`config.mk`:
```
export PLATFORM = sky130hd
export DESIGN_NAME = alu_issue_stage
export DESIGN_NICKNAME = d
export VERILOG_FILES = /design/src/rtl/alu_pkg.sv /design/src/rtl/alu_decoder.sv /design/src/rtl/alu_issue_stage.sv
export SDC_FILE = /design/constraint.sdc
export NUM_CORES = 1
export LEC_CHECK = 0
export BUFFER_PORTS_ARGS = -buffer_cell sky130_fd_sc_hd__buf_2
export CAP_MARGIN = 20
export CELL_PAD_IN_SITES_DETAIL_PLACEMENT = 2
export CELL_PAD_IN_SITES_GLOBAL_PLACEMENT = 2
export CORE_MARGIN = 10
export CORE_UTILIZATION = 30
export CTS_CLUSTER_SIZE = 30
export DETAILED_ROUTE_END_ITERATION = 8
export GPL_TIMING_DRIVEN = 1
export PLACE_DENSITY = 0.76
export SLEW_MARGIN = 25
export SYNTH_ARGS = -nofsm -noshare
export SYNTH_HDL_FRONTEND = slang
export SYNTH_HIERARCHICAL = 1
export SYNTH_SLANG_ARGS = --single-unit
export TNS_END_PERCENT = 50
```
`constraint.sdc`:
```
create_clock -name clk -period 3.55 [get_ports clk]
set_input_delay 0.355 -clock clk [delete_from_list [all_inputs] [get_ports clk]]
set_output_delay 0.355 -clock clk [all_outputs]
set_load 0.005 [all_outputs]
```
`src/rtl/alu_pkg.sv`:
```
// Shared ALU op codes, RV32I opcode constants and the decoded-instruction bundle
// passed from the decoder to the ID/EX register.
package alu_pkg;

  localparam int XLEN = 32;

  localparam logic [3:0] ALU_ADD  = 4'd0;
  localparam logic [3:0] ALU_SUB  = 4'd1;
  localparam logic [3:0] ALU_LUI  = 4'd2;
  localparam logic [3:0] ALU_AND  = 4'd3;
  localparam logic [3:0] ALU_XOR  = 4'd4;
  localparam logic [3:0] ALU_OR   = 4'd5;
  localparam logic [3:0] ALU_SLL  = 4'd6;
  localparam logic [3:0] ALU_SRL  = 4'd7;
  localparam logic [3:0] ALU_SRA  = 4'd8;
  localparam logic [3:0] ALU_SLT  = 4'd9;
  localparam logic [3:0] ALU_SLTU = 4'd10;

  localparam logic [6:0] OPC_OP    = 7'b0110011;
  localparam logic [6:0] OPC_OPIMM = 7'b0010011;
  localparam logic [6:0] OPC_LUI   = 7'b0110111;
  localparam logic [6:0] OPC_AUIPC = 7'b0010111;

  localparam logic [6:0] F7_BASE = 7'b0000000;
  localparam logic [6:0] F7_ALT  = 7'b0100000;

  typedef struct packed {
    logic [3:0]  op;
    logic [31:0] a;
    logic [31:0] b;
    logic [4:0]  rd;
    logic        wb_en;
    logic        illegal;
  } dec_t;

  // funct3 -> ALU op; alt selects sub/sra on the two funct3 codes that have one
  function automatic logic [3:0] f3_to_op(input logic [2:0] f3, input logic alt);
    logic [3:0] op;
    case (f3)
      3'b000:  op = alt ? ALU_SUB : ALU_ADD;
      3'b001:  op = ALU_SLL;
      3'b010:  op = ALU_SLT;
      3'b011:  op = ALU_SLTU;
      3'b100:  op = ALU_XOR;
      3'b101:  op = alt ? ALU_SRA : ALU_SRL;
      3'b110:  op = ALU_OR;
      3'b111:  op = ALU_AND;
      default: op = ALU_ADD;
    endcase
    return op;
  endfunction

endpackage

```
`src/rtl/alu_decoder.sv`:
```
// Combinational RV32I OP/OP-IMM/LUI/AUIPC decoder producing the ALU op,
// operands, destination and legality for one instruction.
module alu_decoder
  import alu_pkg::*;
(
  input  logic [31:0] instr,
  input  logic [31:0] pc,
  input  logic [31:0] rs1_data,
  input  logic [31:0] rs2_data,
  output dec_t        dec
);

  logic [6:0]  opcode_s;
  logic [2:0]  f3_s;
  logic [6:0]  f7_s;
  logic [31:0] imm_i_s;
  logic [31:0] imm_u_s;
  logic [31:0] shamt_s;
  logic [3:0]  op_s;
  logic [31:0] a_s;
  logic [31:0] b_s;
  logic        legal_s;

  assign opcode_s = instr[6:0];
  assign f3_s     = instr[14:12];
  assign f7_s     = instr[31:25];
  assign imm_i_s  = {{20{instr[31]}}, instr[31:20]};
  assign imm_u_s  = {instr[31:12], 12'h000};
  assign shamt_s  = {27'd0, instr[24:20]};

  // Raw decode before illegal-instruction override
  always_comb begin
    op_s    = ALU_ADD;
    a_s     = 32'h0000_0000;
    b_s     = 32'h0000_0000;
    legal_s = 1'b0;
    case (opcode_s)
      OPC_OP: begin
        a_s  = rs1_data;
        b_s  = rs2_data;
        op_s = f3_to_op(f3_s, f7_s[5]);
        if (f7_s == F7_BASE) begin
          legal_s = 1'b1;
        end else if ((f7_s == F7_ALT) && ((f3_s == 3'b000) || (f3_s == 3'b101))) begin
          legal_s = 1'b1;
        end else begin
          legal_s = 1'b0;
        end
      end
      OPC_OPIMM: begin
        a_s = rs1_data;
        case (f3_s)
          3'b001: begin
            b_s     = shamt_s;
            op_s    = ALU_SLL;
            legal_s = (f7_s == F7_BASE);
          end
          3'b101: begin
            b_s     = shamt_s;
            op_s    = f7_s[5] ? ALU_SRA : ALU_SRL;
            legal_s = (f7_s == F7_BASE) || (f7_s == F7_ALT);
          end
          default: begin
            b_s     = imm_i_s;
            op_s    = f3_to_op(f3_s, 1'b0);
            legal_s = 1'b1;
          end
        endcase
      end
      OPC_LUI: begin
        op_s    = ALU_LUI;
        a_s     = 32'h0000_0000;
        b_s     = imm_u_s;
        legal_s = 1'b1;
      end
      OPC_AUIPC: begin
        op_s    = ALU_ADD;
        a_s     = pc;
        b_s     = imm_u_s;
        legal_s = 1'b1;
      end
      default: begin
        legal_s = 1'b0;
      end
    endcase
  end

  // Illegal instructions travel as a harmless add of zeros with no write-back
  assign dec.op      = legal_s ? op_s : ALU_ADD;
  assign dec.a       = legal_s ? a_s : 32'h0000_0000;
  assign dec.b       = legal_s ? b_s : 32'h0000_0000;
  assign dec.rd      = instr[11:7];
  assign dec.wb_en   = legal_s && (instr[11:7] != 5'd0);
  assign dec.illegal = !legal_s;

endmodule

```
`src/rtl/alu_issue_stage.sv`:
```
// ID/EX valid/ready register between register-file read and the ALU; holds one
// decoded entry with stall backpressure, flush and full-throughput replacement.
module alu_issue_stage
  import alu_pkg::*;
#(
  parameter int          XLEN     = 32,
  parameter logic [31:0] RESET_PC = 32'h0000_0000
) (
  input  logic            clk,
  input  logic            rst,
  input  logic            in_valid,
  output logic            in_ready,
  input  logic [31:0]     instr,
  input  logic [XLEN-1:0] pc,
  input  logic [XLEN-1:0] rs1_data,
  input  logic [XLEN-1:0] rs2_data,
  input  logic            flush,
  output logic            out_valid,
  input  logic            out_ready,
  output logic [3:0]      ALUopcode,
  output logic [XLEN-1:0] ALUin_a,
  output logic [XLEN-1:0] ALUin_b,
  output logic [4:0]      out_rd,
  output logic            out_wb_en,
  output logic            out_illegal,
  output logic [XLEN-1:0] out_pc
);

  dec_t        dec_s;
  dec_t        entry_r;
  logic [31:0] pc_r;
  logic        valid_r;
  logic        capture_s;

  alu_decoder u_dec (
    .instr    (instr),
    .pc       (pc),
    .rs1_data (rs1_data),
    .rs2_data (rs2_data),
    .dec      (dec_s)
  );

  assign in_ready  = !valid_r || out_ready;
  assign capture_s = in_valid && in_ready && !flush;

  // Pipeline register: flush beats capture, capture beats drain, else hold
  always_ff @(posedge clk or posedge rst) begin
    if (rst) begin
      valid_r <= 1'b0;
      entry_r <= '{op: ALU_ADD, a: 32'h0000_0000, b: 32'h0000_0000,
                   rd: 5'd0, wb_en: 1'b0, illegal: 1'b0};
      pc_r    <= RESET_PC;
    end else if (flush) begin
      valid_r <= 1'b0;
    end else if (capture_s) begin
      valid_r <= 1'b1;
      entry_r <= dec_s;
      pc_r    <= pc;
    end else if (out_ready) begin
      valid_r <= 1'b0;
    end
  end

  assign out_valid   = valid_r;
  assign ALUopcode   = entry_r.op;
  assign ALUin_a     = entry_r.a;
  assign ALUin_b     = entry_r.b;
  assign out_rd      = entry_r.rd;
  assign out_wb_en   = entry_r.wb_en;
  assign out_illegal = entry_r.illegal;
  assign out_pc      = pc_r;

endmodule

```
==> results.cfg <==
[clocking]
cts_setup_buffers = 0
tritoncts = yes
hold_buffers = 0
cts.repair.resized = 0
clk_path_buf_depth = 2
cts-root-buf = clkbuf_16
clk_pin_slew_ns = 0.07
clock_sinks = 108
worstSkewPairLatency_ns = 0.34
htree_levels = 3
cts-buffers-inserted = 9

[sta]
fin_setup_tns_ns = 0
clock.fmax_mhz = 440
slew_headroom_pct = 43.3
setup_violations = 0
hold_viol_final = 0
rsz0062_at_grt = false
worst_slack_ns = 1.28
min_period_ns = 2.27
finClkSkew_ns = 0.00361
worst_slew_pin_slew_ns = 0.850
drv_slew = 0
fin_crit_sh_pct = 64.1

[finish]
area_delta_synth_final_pct = 29.9
num-nets-final = 782
antenna_cells = 0
layout-drive-gt1-share_pct = 64.8

[critical_path]
max_stage_delay_ns = 0.52
cp.required_ns = 3.78
cp-end-kind = flop
worstPathArrival_ns = 2.50
worstPathMaxFanout = 21
critical_path_class = primary input to flop
cp_slowest_cell = a31oi_4
r2r_slack_ns = 1.58
worstPathCellList = buf_2 > nor2b_1 > o32ai_2 > a31oi_4 > buf_4 > a21oi_1 > mux2_4
critPathLaunchType = primary input

[global_route]
antenna_found_initial = 0
grt_usage_pct = 15.6
grt_max_degree = 62
grt_pass1_vias = 5145
grt_pass1_wl_mm = 30.4
grt_overflow = 0

[route]
antenna_left = 0
via_per_inst = 4.99
wl_per_cell_um = 22.0
drcViolationCount = 0
dr.pass1.iters = 4
vias = 4428
drtIter0Drc = 171
routed_wl_mm = 19.5

[placement]
numPortBuffers = 241
hpwl_mm = 15.2
gp_congestion = 0.786
place_ws_ns = 0.850

[synth]
synth_top_area_cell = dfrtp_1
ys.flop_type = dfrtp_1
synth.area.top_cells = dfrtp_1, mux2_2, mux2_4, a22oi_1, nor2_4
syn_area_per_cell_um2 = 13.3
synth-seq-cells = 108
synth-xor-area-share_pct = 0
synth_mux_area_share_pct = 24.3
yosysMostFrequentCell = dfrtp_1
synth.distinct_cells = 37
async_reset_ff_share_pct = 100
yosys.area_share.adder_pct = 0
synth_edf_count = 0
synth_compound_area_share_pct = 11.7
syn-cell-area_um2 = 5630
synth_top_family_by_area = multiplexers
synth_nets = 557
yosys_warnings = 6
syn_inst = 424
seq_area_frac_synth_pct = 48.0
synthSimpleGateAreaFrac_pct = 10.3
synth_top_area_share_pct = 48.0
synthTopCellsByCount = dfrtp_1, mux2_2, a22oi_1, mux2_4, nor2_4

[pwr]
power.leakage_nw = 3.56
ir_drop_v = 0.000217
power_density_nw_per_um2 = 402

[die]
ioPinCount = 242
die_area_um2 = 24600
start_util_pct = 30.3
rows = 50
die_h_um = 157
core_um2 = 18600
fp.dieW_um = 157

[status]
status = complete, no violations

[hold_path]
hold_class = primary input to asynchronous set/reset pin

[job]
cap_violations = 0
## where the power goes
group | total (W) | switching, W | internal [W]
combinational | 0.000445 | 0.000229 | 0.000216
clock | 0.00114 | 0.000452 | 0.000688
sequential | 0.00135 | 0.0000408 | 0.00131
## flip-flops by register name (all words and copies together), names as in the netlist
signal       count
ALUin_a         32
out_rd           5
out_pc          32
ALUopcode        4
ALUin_b         32
out_valid        1
out_wb_en        1
out_illegal      1
## routing by layer
metal	global-route usage, %	routed length, um	up-vias
met4	3.42	192	0
met1	17.5	7720	2263
li1	-	-	1985
met3	6.33	1770	15
met5	0	0	-
met2	27.3	9850	165
## area by class of cell
class	instances	area [um2]
clock buffers	11	233
flip-flops and latches	108	2700
repair buffers	252	1310
inverters	3	13.8
well taps	234	293
multi-input cells	275	2650
fillers	1973	11300
clock inverters	4	98.8
## critical path, delay by kind of cell
kind            cells  cell delay [ns]
compound gates      3             0.82
buf+inv             2             0.65
simple gates        1             0.38
mux                 1             0.28
## cells in the final DEF (no fill, tap or decap), types with 10 or more instances in the layout
cell type,instances
dfrtp_1,108
nor2_1,19
buf_2,241
mux2_4,30
a21oi_2,10
a22oi_1,58
nor2_4,30
a21oi_1,14
mux2_2,77
## logic make-up after synthesis
family	Yosys count
AOI/OAI and AO/OA	89
buffers and inverters	41
DFF	108
and+or+nand+nor	74
muxes	112
## metrics by stage
stage | util (%) | total power [W] | cell area (um2) | cells | hold WS (ns)
after global placement | 37.5 | 0.00181 | 6980 | 872 | 0.486
final | 39.3 | 0.00294 | 7310 | 887 | 0.150
after detailed placement | 37.5 | 0.00183 | 6980 | 872 | 0.492
after global routing | 39.3 | 0.00308 | 7310 | 887 | 0.194
after floorplan | - | 0.00161 | 5630 | 424 | 0.421
after CTS | 39.3 | 0.00300 | 7310 | 887 | 0.184
## path summary, 6_finish.rpt
check | from | to | cells after the start
min reg2reg | ALUin_a[17]$_DFFE_PP0P_ | ALUin_a[17]$_DFFE_PP0P_ | 1
max | instr[12] | ALUin_b[29]$_DFFE_PP0P_ | 7
min in group clk | flush | out_valid$_DFFE_PP0P_ | 2
max reg2reg | out_valid$_DFFE_PP0P_ | ALUopcode[0]$_DFFE_PP0P_ | 4
min | rst | out_valid$_DFFE_PP0P_ | 2
max in group asynchronous | rst | out_pc[24]$_DFFE_PP0P_ | 3
No activity file was read; power rests on OpenSTA's default activity.
